**src/rtl/line_fetch_sched_pkg.sv**
```systemverilog
// line_fetch_sched_pkg: shared FSM encoding and default widths for the line fetch scheduler
package line_fetch_sched_pkg;
    localparam int DEF_ADDR_W  = 24;
    localparam int DEF_DATA_W  = 16;
    localparam int DEF_WORDS_W = 7;
    typedef enum logic [1:0] {ST_IDLE, ST_VID, ST_CPU} state_t;
endpackage

```
**src/rtl/line_ptr_gen.sv**
```systemverilog
// line_ptr_gen: per-scanline frame-buffer pointer (reload from base, advance by stride)
//   clk, rst_n : clock, asynchronous active-low reset
//   reload     : load ptr from base
//   advance    : add zero-extended stride to ptr (wraps modulo 2^ADDR_W)
//   ptr        : current line pointer
module line_ptr_gen
    import line_fetch_sched_pkg::*;
#(
    parameter int ADDR_W = DEF_ADDR_W
) (
    input  logic              clk,
    input  logic              rst_n,
    input  logic              reload,
    input  logic              advance,
    input  logic [ADDR_W-1:0] base,
    input  logic [15:0]       stride,
    output logic [ADDR_W-1:0] ptr
);
    always_ff @(posedge clk or negedge rst_n) begin
        if (!rst_n)
            ptr <= '0;
        else if (reload)
            ptr <= base;
        else if (advance)
            ptr <= ptr + ADDR_W'(stride);
    end
endmodule

```
**src/rtl/line_fetch_sched.sv**
```systemverilog
// line_fetch_sched: arbitrates the Wishbone bus between per-line video bursts and CPU singles
//   dotclk_i, reset_ni              : dot clock, asynchronous active-low reset
//   line_start_i, vfen_i, y_i       : CRTC timing; fetch request = line_start_i & vfen_i
//   fb_base_i, stride_i, words_i    : frame buffer geometry; words_i == 0 disables fetching
//   lb_*                            : line-buffer write port (bank, index, data, strobe)
//   cpu_*                           : CPU Wishbone slave side
//   wb_*                            : shared Wishbone master side
//   busy_o, underrun_o, underrun_clr_i : fetch status and sticky underrun flag
module line_fetch_sched
    import line_fetch_sched_pkg::*;
#(
    parameter int ADDR_W  = DEF_ADDR_W,
    parameter int DATA_W  = DEF_DATA_W,
    parameter int WORDS_W = DEF_WORDS_W
) (
    input  logic               dotclk_i,
    input  logic               reset_ni,
    input  logic               line_start_i,
    input  logic               vfen_i,
    input  logic [9:0]         y_i,
    input  logic [ADDR_W-1:0]  fb_base_i,
    input  logic [15:0]        stride_i,
    input  logic [WORDS_W-1:0] words_i,
    output logic               lb_we_o,
    output logic               lb_bank_o,
    output logic [WORDS_W-1:0] lb_adr_o,
    output logic [DATA_W-1:0]  lb_dat_o,
    input  logic               cpu_cyc_i,
    input  logic               cpu_stb_i,
    input  logic               cpu_we_i,
    input  logic [ADDR_W-1:0]  cpu_adr_i,
    input  logic [DATA_W-1:0]  cpu_dat_i,
    output logic [DATA_W-1:0]  cpu_dat_o,
    output logic               cpu_ack_o,
    output logic               wb_cyc_o,
    output logic               wb_stb_o,
    output logic               wb_we_o,
    output logic [ADDR_W-1:0]  wb_adr_o,
    output logic [DATA_W-1:0]  wb_dat_o,
    input  logic [DATA_W-1:0]  wb_dat_i,
    input  logic               wb_ack_i,
    output logic               busy_o,
    output logic               underrun_o,
    input  logic               underrun_clr_i
);
    state_t             state, state_nx;
    logic [ADDR_W-1:0]  line_ptr, base;
    logic [WORDS_W-1:0] cnt;
    logic               bank, pending;
    logic               req, accept, overrun, last, vid, cpu;
    logic               unused_y;

    assign unused_y = ^y_i[9:1];
    assign vid      = state == ST_VID;
    assign cpu      = state == ST_CPU;
    assign req      = line_start_i & vfen_i;
    // a request is only queued when no burst is outstanding; otherwise it is an underrun
    assign accept   = req & ~pending & ~vid & (words_i != '0);
    assign overrun  = req & (pending | vid);
    assign last     = vid & wb_ack_i & (cnt == words_i - WORDS_W'(1));

    line_ptr_gen #(.ADDR_W(ADDR_W)) u_line_ptr (
        .clk    (dotclk_i),
        .rst_n  (reset_ni),
        .reload (line_start_i & ~vfen_i),
        .advance(req),
        .base   (fb_base_i),
        .stride (stride_i),
        .ptr    (line_ptr)
    );

    always_ff @(posedge dotclk_i or negedge reset_ni) begin
        if (!reset_ni)
            state <= ST_IDLE;
        else
            state <= state_nx;
    end

    always_comb begin
        state_nx = state;
        case (state)
            ST_IDLE: state_nx = (pending | accept) ? ST_VID : (cpu_cyc_i & cpu_stb_i) ? ST_CPU : ST_IDLE;
            ST_VID:  state_nx = last ? ST_IDLE : ST_VID;
            ST_CPU:  state_nx = (wb_ack_i | ~cpu_cyc_i) ? ST_IDLE : ST_CPU;
            default: state_nx = ST_IDLE;
        endcase
    end

    always_comb begin
        wb_cyc_o  = vid | (cpu & cpu_cyc_i);
        wb_stb_o  = vid | (cpu & cpu_stb_i);
        wb_we_o   = cpu & cpu_we_i;
        wb_adr_o  = vid ? base + ADDR_W'(cnt) : cpu ? cpu_adr_i : '0;
        wb_dat_o  = cpu ? cpu_dat_i : '0;
        cpu_ack_o = cpu & wb_ack_i;
        cpu_dat_o = cpu ? wb_dat_i : '0;
        lb_we_o   = vid & wb_ack_i;
        lb_adr_o  = cnt;
        lb_dat_o  = (vid & wb_ack_i) ? wb_dat_i : '0;
        lb_bank_o = bank;
        busy_o    = pending | vid;
    end

    // base and bank are captured only for accepted requests so a dropped one cannot disturb a live burst
    always_ff @(posedge dotclk_i or negedge reset_ni) begin
        if (!reset_ni) begin
            base       <= '0;
            bank       <= 1'b0;
            pending    <= 1'b0;
            cnt        <= '0;
            underrun_o <= 1'b0;
        end else begin
            if (accept) begin
                base <= line_ptr;
                bank <= ~y_i[0];
            end
            pending    <= accept | (pending & ~last);
            if (vid & wb_ack_i)
                cnt <= last ? '0 : cnt + WORDS_W'(1);
            underrun_o <= overrun | (underrun_o & ~underrun_clr_i);
        end
    end
endmodule

```
**config.mk**
```make
export PLATFORM = sky130hd
export DESIGN_NAME = line_fetch_sched
export DESIGN_NICKNAME = d
export VERILOG_FILES = /design/src/rtl/line_fetch_sched_pkg.sv /design/src/rtl/line_ptr_gen.sv /design/src/rtl/line_fetch_sched.sv
export SDC_FILE = /design/constraint.sdc
export NUM_CORES = 1
export LEC_CHECK = 0
export CORE_AREA = 2 2 125 97
export DETAILED_ROUTE_END_ITERATION = 7
export DIE_AREA = 0 0 127 99
export PLACE_DENSITY_LB_ADDON = 0.05
export SLEW_MARGIN = 20
export SYNTH_ARGS = -nofsm -noshare
export SYNTH_HDL_FRONTEND = slang
export SYNTH_SLANG_ARGS = --single-unit
```
**constraint.sdc**
```tcl
create_clock -name dotclk_i -period 3.43 [get_ports dotclk_i]
set_input_delay 0.686 -clock dotclk_i [delete_from_list [all_inputs] [get_ports dotclk_i]]
set_output_delay 0.686 -clock dotclk_i [all_outputs]
set_load 0.03 [all_outputs]
```
# ---- After elaboration in Yosys (flattened, before gate mapping)
# Index checks and enable logic that the tools add are counted.
dict set report word_totals {
  register_bits 60
  in_bits 122
  word_cells 59
}
dict set report classes {
  n_addsub 4
  eq_ne 3
  mux 13
  bitwise 29
  reduce_logical 3
}
# cell count
set ops {}
lappend ops {{2-to-1 mux 24 bit} 4}
lappend ops {{2-to-1 mux 16 bit} 3}
lappend ops {{adder 24 x 16 -> 24 bit} 1}
lappend ops {{adder 24 x 7 -> 24 bit} 1}
lappend ops {{bitwise AND 1 bit} 15}
lappend ops {{adder 7 x 1 -> 7 bit (second input constant)} 1}
lappend ops {{== test 7 bit} 1}
lappend ops {{2-to-1 mux 7 bit} 1}
lappend ops {{NOT 1 bit} 7}
lappend ops {{OR 1 bit} 7}
lappend ops {{nonzero test 7 bit} 1}
lappend ops {{subtractor 7 x 1 -> 7 bit (second input constant)} 1}
lappend ops {{2-to-1 mux 2 bit} 3}
lappend ops {{case mux 2 bit (3 select lines)} 1}
lappend ops {{== test 2 x 1 -> 1 bit (second input constant)} 1}
lappend ops {{== test 2 bit (second input constant)} 1}
lappend ops {{logical NOT 2 bit} 1}
lappend ops {{nonzero test 2 bit} 1}
lappend ops {{2-to-1 mux 1 bit} 1}

# ---- Depth between registers and ports, before layout
dict set report logic_depth {
  word_depth 7
  mapped_depth 10
}

# ---- Modules after synthesis
# From an unflattened synthesis, not the netlist that was laid out.
dict set report unflattened {
  cells_unflattened 582
  area_unflattened_um2 4976.0
}
# module instances cells_each area_each_um2 seq_area_each_um2
set modules_own_cells {}
lappend modules_own_cells {line_fetch_sched 1 353 2979.1 900.9}
lappend modules_own_cells {line_ptr_gen 1 229 1996.9 600.6}

# ---- Least setup slack after synthesis
# No wires, ideal clock.
dict set report synth_timing {
  kind {reg2out}
  start {reg cnt[0], in the netlist lb_adr_o[0]}
  end {out wb_adr_o[20]}
  t_arrival_ns 2.832
  required_time_ns 2.744
  path_slack_ns -0.088
  path_stages_with_launch 10
  path_buffers 0
  path_cell_list {dfrtp_1 -> ha_1 -> fa_1 -> a21o_1 -> a21oi_1 -> o21ai_0 -> nand3b_1 -> nor2_1 -> xnor2_1 -> o21ai_0}
}
dict set report synth_between {
  elab_chain_len 2
}
# item line
set synth_rtl {}
lappend synth_rtl {{start: declaration} line_fetch_sched.sv:48} ;# logic [WORDS_W-1:0] cnt;
lappend synth_rtl {{start signal: assignment} line_fetch_sched.sv:119} ;# cnt <= last ? '0 : cnt + WORDS_W'(1);
lappend synth_rtl {{adder 24 x 7 -> 24 bit} line_fetch_sched.sv:93} ;# wb_adr_o = vid ? base + ADDR_W'(cnt) : cpu ? cpu_adr_i : '0;
lappend synth_rtl {{2-to-1 mux 24 bit} line_fetch_sched.sv:93}
lappend synth_rtl {{end: declaration} line_fetch_sched.sv:38} ;# output logic [ADDR_W-1:0] wb_adr_o,
# Every way passes these cells.

# ---- Worst setup path in the final report
dict set report layout_timing {
  start {reg base[1]}
  end {out wb_adr_o[11]}
}
dict set report layout_between {
  elab_chain_len 2
}
# item line
set layout_rtl {}
lappend layout_rtl {{start: declaration} line_fetch_sched.sv:47} ;# logic [ADDR_W-1:0] line_ptr, base;
lappend layout_rtl {{start signal: assignment} line_fetch_sched.sv:114} ;# base <= line_ptr;
lappend layout_rtl {{adder 24 x 7 -> 24 bit} line_fetch_sched.sv:93}
lappend layout_rtl {{2-to-1 mux 24 bit} line_fetch_sched.sv:93}
# Every way passes these cells.

==> flow_summary.toml <==
[synth]
synth_area_leader_cell = "dfrtp_1"
yosysSeqAreaShare_pct = 31.6
synthMuxAreaShare_pct = 9.28
ys_types = 58
synth_most_common_cell = "nand2_1"
synth-xor-area-share_pct = 9.04
yosys-top-cells-area = "dfrtp_1 (32%), ha_1 (6.9%), mux2_2 (5.7%)"
syn-instance-count = 551
synth-compound-area-share_pct = 14.9
synth_edf_count = 0
synthAdderAreaFrac_pct = 7.69
synthSimpleGateAreaFrac_pct = 24.2
synth-seq-cells = 60
yosysTopAreaCellShare_pct = 31.6
synth_top_family_by_area = "simple AND/OR/NAND/NOR gates"
ys_async_sr_fraction_pct = 100
synth_nets = 701
ys.flop_type = "dfrtp_1"
syn_area_um2 = 4750
ys_warn_count = 0
synth_top_cells_by_count = "nand2_1 (62), dfrtp_1 (60), nor2_1 (44)"
avgSynthCellArea_um2 = 8.62

[floorplan]
io-pin-count = 209
fp.dieW_um = 127
dieArea_um2 = 12600
die_h_um = 99
rows = 34
coreArea_um2 = 11300
initial_core_util_pct = 42.0

[timing]
setup-tns-final_ns = 0
fin_crit_sh_pct = 97.2
finalHoldViolCount = 0
period_needed_ns = 3.33
rsz0062_at_grt = "yes"
relSlewSlack_pct = 47.9
hold_slack_ns = 0.518
layout_setup_ws_ns = 0.0960
setup_viol = 0
worst_clock_skew_ns = 0.00664
slew_violations = 0
worstMarginPinSlew_ns = 0.781
fmax_ghz = 0.300

[status]
status = "complete, no violations"

[worst_setup_path]
r2r_end = "u_line_ptr.ptr[22]"
critPathLaunch = "base[1]"
reg2regPathDepth = 9
end_kind = "primary output"
crit_required_ns = 2.74
arrival_ns = 2.65
path_max_fanout = 3
cp-endpoint = "wb_adr_o[11]"
r2r_slack_ns = 0.93
r2r-start = "u_line_ptr.ptr[10]"
path_class = "flop to primary output"
startpoint_type = "flop"

[detailed_routing]
drc = 0
vias = 4880
drtIter0Drc = 209
post_drt_wl_per_cell_um = 17.2
viasPerCell = 5.34
drtPass1Iterations = 4
wl_mm = 15.7
ant_nets = 0

[clocking]
clkLatencyLatePin_ns = 0.33
ctsHoldBuffers = 0
cts_sinks = 60
h-tree-depth = 3
tritoncts = "done"
clockRootBuffer = "clkbuf_16"
numCtsBuffers = 9
clk_path_buf_depth = 2
clk_pin_slew_ns = 0.05

[finish]
area_growth_pct = 54.8
fin_nets = 915
instances_no_fill = 914
post-route-util_pct = 65.0
drive_above_1_share_pct = 12.9
fill_cells = 958
antenna_cells = 0

[placement]
portBuffers = 199
placed_cells = 895
hpwl_mm = 12.2
place_congestion = 0.918
post-place-ws_ns = 0.170

[grt]
grt_use_total_pct = 24.4
overflow = 0
grt_pass1_vias = 4880
grt_pass1_wl_mm = 24.6
antenna_found_initial = 0
grt_max_degree = 61

[hold_path]
hp-class = "input pin to asynchronous set/reset pin"

[pwr]
vdd_drop_max_uv = 361
power.density_nw_per_um2 = 681
leakage_uw = 0.00317

[run]
drv_cap = 0
-- per-stage QoR --
stage / total power, µW / cell area [µm²]
6_report: 5000 / 7350
5_1_grt: 5290 / 7350
4_1_cts: 5000 / 7310
3_5_place_dp: 4040 / 6990
3_3_place_gp: 3990 / 6990
2_1_floorplan: 2960 / 4750
-- cell families (layout without fill, tap and decap cells) --
kind of cell    count (synthesis)  after routing
simple gates                  225            225
compound gates                109            109
flops                          60             60
xor+xnor                       49             49
mux                            41             41
buf+inv                        39            258
fa+ha+maj                      28             28
-- power breakdown --
part / switching [µW] / internal, µW / total [µW]
registers: 291 / 970 / 1260
logic: 1570 / 1260 / 2830
clock network: 317 / 599 / 916
total: 2170 / 2830 / 5000
-- cell type report --
type                            count  area (µm²)  share of cell area (%)
Clock inverter                      4        47.5                   0.647
Multi-Input combinational cell    452        3130                    42.6
Inverter                           17        63.8                   0.868
Sequential cell                    60        1500                    20.4
Tap cell                          144         180                    2.45
Timing Repair Buffer              225        2170                    29.5
Clock buffer                       12         256                    3.49
-- cells in the final DEF, fill, tap and decap left out, drive strengths merged, types with 4 or more instances in the layout --
master / n
clkdlybuf4s50: 178
xnor2: 24
clkbuf: 12
inv: 16
nor3: 8
mux2i: 17
nor2: 44
nand4: 7
a21o: 7
ha: 26
nor2b: 6
and3: 25
nand3: 21
dfrtp: 60
a31oi: 5
a22oi: 9
nor4: 4
a21oi: 31
xor2: 25
and2: 35
buf: 42
nand2: 63
o21ai: 34
mux2: 24
-- critical path: stages (launching register included) --
cell and delay (ns):
dfrtp_1 0.42, ha_1 0.29, a21o_1 0.10, a21oi_1 0.08
nand2b_1 0.20, a21oi_1 0.28, nand3_1 0.18, xor2_1 0.20
o21ai_0 0.17, clkdlybuf4s15_1 0.39
-- worst min-delay path by stage --
stage	start	to	slack, ns	cells past startpoint
floorplan	reset_ni	base[0]	0.39	0
global placement	state[1]	state[0]	0.51	1
detailed placement	base[6]	base[6]	0.51	1
CTS	state[1]	state[0]	0.52	1
global route	base[4]	base[4]	0.54	1
finish	reset_ni	u_line_ptr.ptr[3]	0.52	2
-- flip-flops by register name (all words and copies together), names as in the netlist --
register / cells
lb_adr_o: 7
lb_bank_o: 1
base: 24
u_line_ptr.ptr: 24
pending: 1
state: 2
underrun_o: 1
-- layer usage --
metal  global-route usage [%]  vias to the layer above  wire length [µm]
met5                        0                        -                 0
met3                     4.23                       15               726
li1                         -                     2387                 -
met2                     41.7                      147              7610
met4                     5.07                        0               137
met1                     32.7                     2331              7220
-- repair_timing --
item / CTS / global route
setup endpoints to repair: 10 / 16
pin swaps: 1 / 4
resized for setup: 7 / 7
buffers inserted: 0 / 3
No activity file was read; power rests on OpenSTA's default activity.
==> edit 1, RTL diff (config.mk and constraints unchanged) <==
`DEF_DATA_W`: 16 -> 12.
--- a/src/rtl/line_fetch_sched_pkg.sv
+++ b/src/rtl/line_fetch_sched_pkg.sv
@@ -1,7 +1,7 @@
 // line_fetch_sched_pkg: shared FSM encoding and default widths for the line fetch scheduler
 package line_fetch_sched_pkg;
     localparam int DEF_ADDR_W  = 24;
-    localparam int DEF_DATA_W  = 16;
+    localparam int DEF_DATA_W  = 12;
     localparam int DEF_WORDS_W = 7;
     typedef enum logic [1:0] {ST_IDLE, ST_VID, ST_CPU} state_t;
 endpackage
Ports: changed (5 resized); port bits go from 209 to 189. No check against the original RTL was run, so the function may have changed too.
==> edit 1 against the original RTL <==
First-iteration DRC count increased by 5.3%; fmax decreased by 0.66%; total power increased by 0.50%; sequential cell count unchanged; cell area decreased by 4.5%; setup slack got worse by 0.022 ns; count of clock-buffer cells in the layout increased by 1; critical path type unchanged; area after synthesis decreased by 1.3%; wire length decreased by 5.4%.
==> edit 1: results (changes against the original RTL) <==
* Drt pass-1 iters at 4 (unchanged)
* GRT Resource Usage Total at 23.5% (was 24.4%)
* Outcome: complete, no violations (unchanged)
* Mapped Avg Cell Area at 8.90 µm² (was 8.62 µm²)
* GPL Wtd Cong at 0.867 (was 0.918)
* CLK BUF at 13 (was 12)
* Post-synthesis sequential area ratio at 32.0% (was 31.6%)
* Yosys cell types at 56 (was 58)
* IO buf count at 179 (was 199)
* Fill cells at 994 (was 958)
* Worst slew margin at 63.1% (was 47.9%)
* Invs w/o clock at 20 (was 17)
* DR vias at 4,648 (was 4,880)
* CP arrival at 2.67 ns (was 2.65 ns)
* Largest net degree at the start of global routing at 53 (was 61)
* Nets at 860 (was 915)
* Skew final at 0.00836 ns (was 0.00664 ns)
* Critical-path maximum fanout at 6 (was 3)
* Max incr delay on CP at 0.40 ns (was 0.42 ns)
* Largest cells by area after synthesis: dfrtp_1, ha_1, mux2_2 (unchanged)
* Area Overhead vs Synth at 49.7% (was 54.8%)
* Initial DRC count at 220 (was 209)
* Leak at 3.12 nW (was 3.17 nW)
* Final wirelength at 14,900 µm (was 15,700 µm)
* Skew-Pair Late Insertion Delay at 0.33 ns (about the same)
* Place WS at 0.181 ns (was 0.170 ns)
* Synth async-reset ratio at 100% (unchanged)
* Placed cells at 846 (was 895)
* Clock network area share at 3.85% (was 4.14%)
* Root Buffer: clkbuf_16 (unchanged)
* Global-route wire length before repair at 23,400 µm (was 24,600 µm)
* Sequential share of cell area at 21.4% (was 20.4%)
* Maximum VDD drop at 0.000377 V (was 0.000361 V)
* Multi-input combinational area share at 43.5% (was 42.6%)
* Multi-input comb cells at 424 (was 452)
* Buffers excl. clock at 203 (was 225)
* Post-synth top cells: dfrtp_1, nor2_1, nand2_1 (was nand2_1, dfrtp_1, nor2_1)
* Fraction of layout cells with a size suffix above 1 at 13.3% (was 12.9%)
* Syn nets at 669 (was 701)
* Detailed Place HPWL at 11,300 µm (was 12,200 µm)
* PwrDens at 717 mW/mm² (was 681 mW/mm²)
* Area after DPL at 0.00668 mm² (was 0.00699 mm²)
* Via/cell ratio at 5.37 (was 5.34)
* NonClk Buf Share at 27.6% (was 29.5%)
* Number of diodes at 0 (unchanged)
* Main synth FF type: dfrtp_1 (unchanged)
==> edit 1: kinds of logic after synthesis <==
logic type	synth area share, %
compound gates	21.0
xor+xnor	8.78
fa+ha+maj	7.79
buf+inv	3.63
flops	32.0
mux	8.03
simple gates	18.8
==> edit 1: per-layer routing <==
| layer | track usage (%) | vias to the layer above | wire (µm) | part of all wire [%] |
|---|---|---|---|---|
| met3 | 4.56 | 15 | 657 | 4.4 |
| li1 | - | 2277 | - | - |
| met2 | 39.1 | 118 | 7260 | 49 |
| met4 | 6.76 | 0 | 177 | 1.2 |
| met1 | 31.4 | 2238 | 6760 | 46 |
| met5 | 0 | - | 0 | 0 |
==> edit 1: final timing paths <==
kind / start / endpoint / slack (ns) / cells past startpoint
max: lb_adr_o[1] / wb_adr_o[20] / 0.07 / 11
max reg2reg: state[1] / lb_adr_o[1] / 0.84 / 9
min in group dotclk_i: state[1] / state[0] / 0.49 / 1
max in group asynchronous: reset_ni / base[15] / 2.47 / 2
min: reset_ni / base[0] / 0.25 / 1
min reg2reg: state[1] / state[0] / 0.49 / 1
==> edit 1: critical path: cells and delay by family, from the launching register on <==
| family | cells | cell delay, ns |
|---|---|---|
| buffers and inverters | 3 | 0.46 |
| adder cells (fa/ha/maj) | 1 | 0.39 |
| XOR/XNOR | 1 | 0.16 |
| flip-flops | 1 | 0.40 |
| AO/OA/AOI/OAI | 4 | 0.80 |
| AND/OR/NAND/NOR | 2 | 0.13 |
==> edit 1: power by group <==
group	switching [mW]	leakage, nW	internal, mW
sequential	0.275	0.730	0.971
clock	0.307	0.135	0.521
combinational	1.59	2.26	1.36
==> edit 1: repair_timing <==
action                                  4_1_cts  5_1_grt
resized for setup                             4       10
endpoints found under the setup margin        8        9
pin swaps                                     1        3
cloned                                        0        0
buffers inserted                              1        4
endpoints found under the hold margin         0        0
==> edit 2, RTL diff (same flow settings) <==
Without the edit above. The 3 states of `state_t` get a one-hot encoding in 3 bits.
--- a/src/rtl/line_fetch_sched_pkg.sv
+++ b/src/rtl/line_fetch_sched_pkg.sv
@@ -3,6 +3,6 @@
     localparam int DEF_ADDR_W  = 24;
     localparam int DEF_DATA_W  = 16;
     localparam int DEF_WORDS_W = 7;
-    typedef enum logic [1:0] {ST_IDLE, ST_VID, ST_CPU} state_t;
+    typedef enum logic [2:0] {ST_IDLE = 3'b001, ST_VID = 3'b010, ST_CPU = 3'b100} state_t;
 endpackage
 
Behaviour: same outputs for any inputs over 4 cycles, from zero or initial values and one cycle with reset_ni low; so few cycles prove little.
==> edit 2 against the original RTL <==
The run now ends with negative setup slack left; sequential cell count rose by 1; area after synthesis grew 5.8%; wire length grew 5.5%; cell area up 5.3%; die area unchanged; non-clock buffer count increased by 1; critical path depth up 1; final cell count up 3.4%; total power fell by 2.5%; setup slack lost 0.12 ns; synthesized cell count grew 7.1%; critical endpoint is now wb_adr_o[16]; highest routed layer unchanged.
==> edit 2: results (changes against the original RTL) <==
* Initial DRC count at 310 (was 209)
* Worst Setup SP: lb_adr_o[0] (was base[1])
* GRT Resource Usage Total at 25.8% (was 24.4%)
* Setup slack after layout at -0.0288 ns (was 0.0960 ns)
* Global-route wire length before repair at 26,000 µm (was 24,600 µm)
* Final wirelength at 16,600 µm (was 15,700 µm)
* CP arrival at 2.77 ns (was 2.65 ns)
* Final setup vio count at 6 (was 0)
* Outcome: finished, violations left (was complete, no violations)
* Grt met3 use at 4.13% (was 4.23%)
* Leak at 3.23 nW (was 3.17 nW)
* WHS at 0.244 ns (was 0.518 ns)
* R2r setup slk at 0.71 ns (was 0.93 ns)
* Skew final at 0.00864 ns (was 0.00664 ns)
* Fraction of layout cells with a size suffix above 1 at 16.4% (was 12.9%)
* Critical-path maximum fanout at 6 (was 3)
* Post-synth top cells: nand2_1, dfrtp_1, o21ai_0 (was nand2_1, dfrtp_1, nor2_1)
* Grt met2 use at 43.3% (was 41.7%)
* Drt pass-1 iters at 5 (was 4)
* GPL Wtd Cong at 0.968 (was 0.918)
* Least-Margin Pin Slew at 0.637 ns (was 0.781 ns)
* Largest net degree at the start of global routing at 63 (was 61)
* Final Non-Filler Cells at 945 (was 914)
* Violated checks: negative setup slack
* Fill cells at 955 (was 958)
* Syn nets at 740 (was 701)
-- edit 2: power by group --
group | total, mW | leakage (nW) | internal, mW | switching, mW
Sequential | 1.36 | 0.728 | 0.995 | 0.360
Clock | 0.858 | 0.129 | 0.497 | 0.362
Combinational | 2.67 | 2.37 | 1.28 | 1.39
Total | 4.88 | 3.23 | 2.77 | 2.11
-- edit 2: how the worst max path moves through the flow --
stage,end,slack [ns],cells past startpoint
after floorplan,wb_adr_o[11],0.04,7
after global placement,wb_adr_o[16],0.11,9
after detailed placement,u_line_ptr.ptr[16],0.06,9
after CTS,wb_adr_o[12],-0.01,10
after global routing,wb_adr_o[16],-0.14,10
final,wb_adr_o[16],-0.03,10
-- edit 2: layout make-up --
class                   instances  area, µm²  area share, %
clock buffers                   9        225           2.91
clock inverters                 7       57.6          0.743
inverters                      13       48.8          0.630
multi-input cells             485       3510           45.3
flip-flops and latches         61       1530           19.8
well taps                     144        180           2.33
repair buffers                226       2200           28.4
-- edit 2: per-layer routing --
| metal | routed length, µm | vias up |
|---|---|---|
| met4 | 161 | 0 |
| met1 | 7560 | 2501 |
| met5 | 0 | - |
| met3 | 887 | 19 |
| met2 | 7950 | 179 |
| li1 | - | 2566 |
-- edit 2: timing repair --
action	in CTS	in global routing
buffers inserted	3	2
resized for setup	27	11
pin swaps	13	7
setup endpoints to repair	13	15
-- edit 2: logic make-up (layout without fill, tap and decap cells) --
kind of cell	count (synthesis)	in the layout	synth area share (%)
and+or+nand+nor	245	245	25.8
AOI/OAI and AO/OA	137	137	18.6
DFF	61	61	30.4
buffers and inverters	44	255	3.39
xor gates and xnor gates	41	41	7.14
muxes	34	34	7.37
adders and majority gates	28	28	7.27
-- edit 2: critical path: stages, from the launching register on --
cell and delay [ns]:
dfrtp_1 0.38, ha_2 0.21, fa_2 0.41, a21o_1 0.21, a21o_4 0.22, a2111oi_4 0.29
buf_6 0.18, or4_4 0.16, xor2_2 0.07, o21ai_2 0.14, buf_6 0.15
-- edit 2: per-stage QoR --
step                      total power, mW  setup WS (ns)  cell area, µm²  utilization, %  setup TNS, ns
after floorplan                      2.91         0.0397            5050               -              0
after global routing                 5.20         -0.143            7740            68.4         -0.989
after detailed placement             3.82         0.0567            7240            64.0              0
final                                4.88        -0.0288            7740            68.4         -0.120
after global placement               3.74          0.113            7240            64.0              0
after CTS                            4.80        -0.0101            7670            67.8        -0.0200
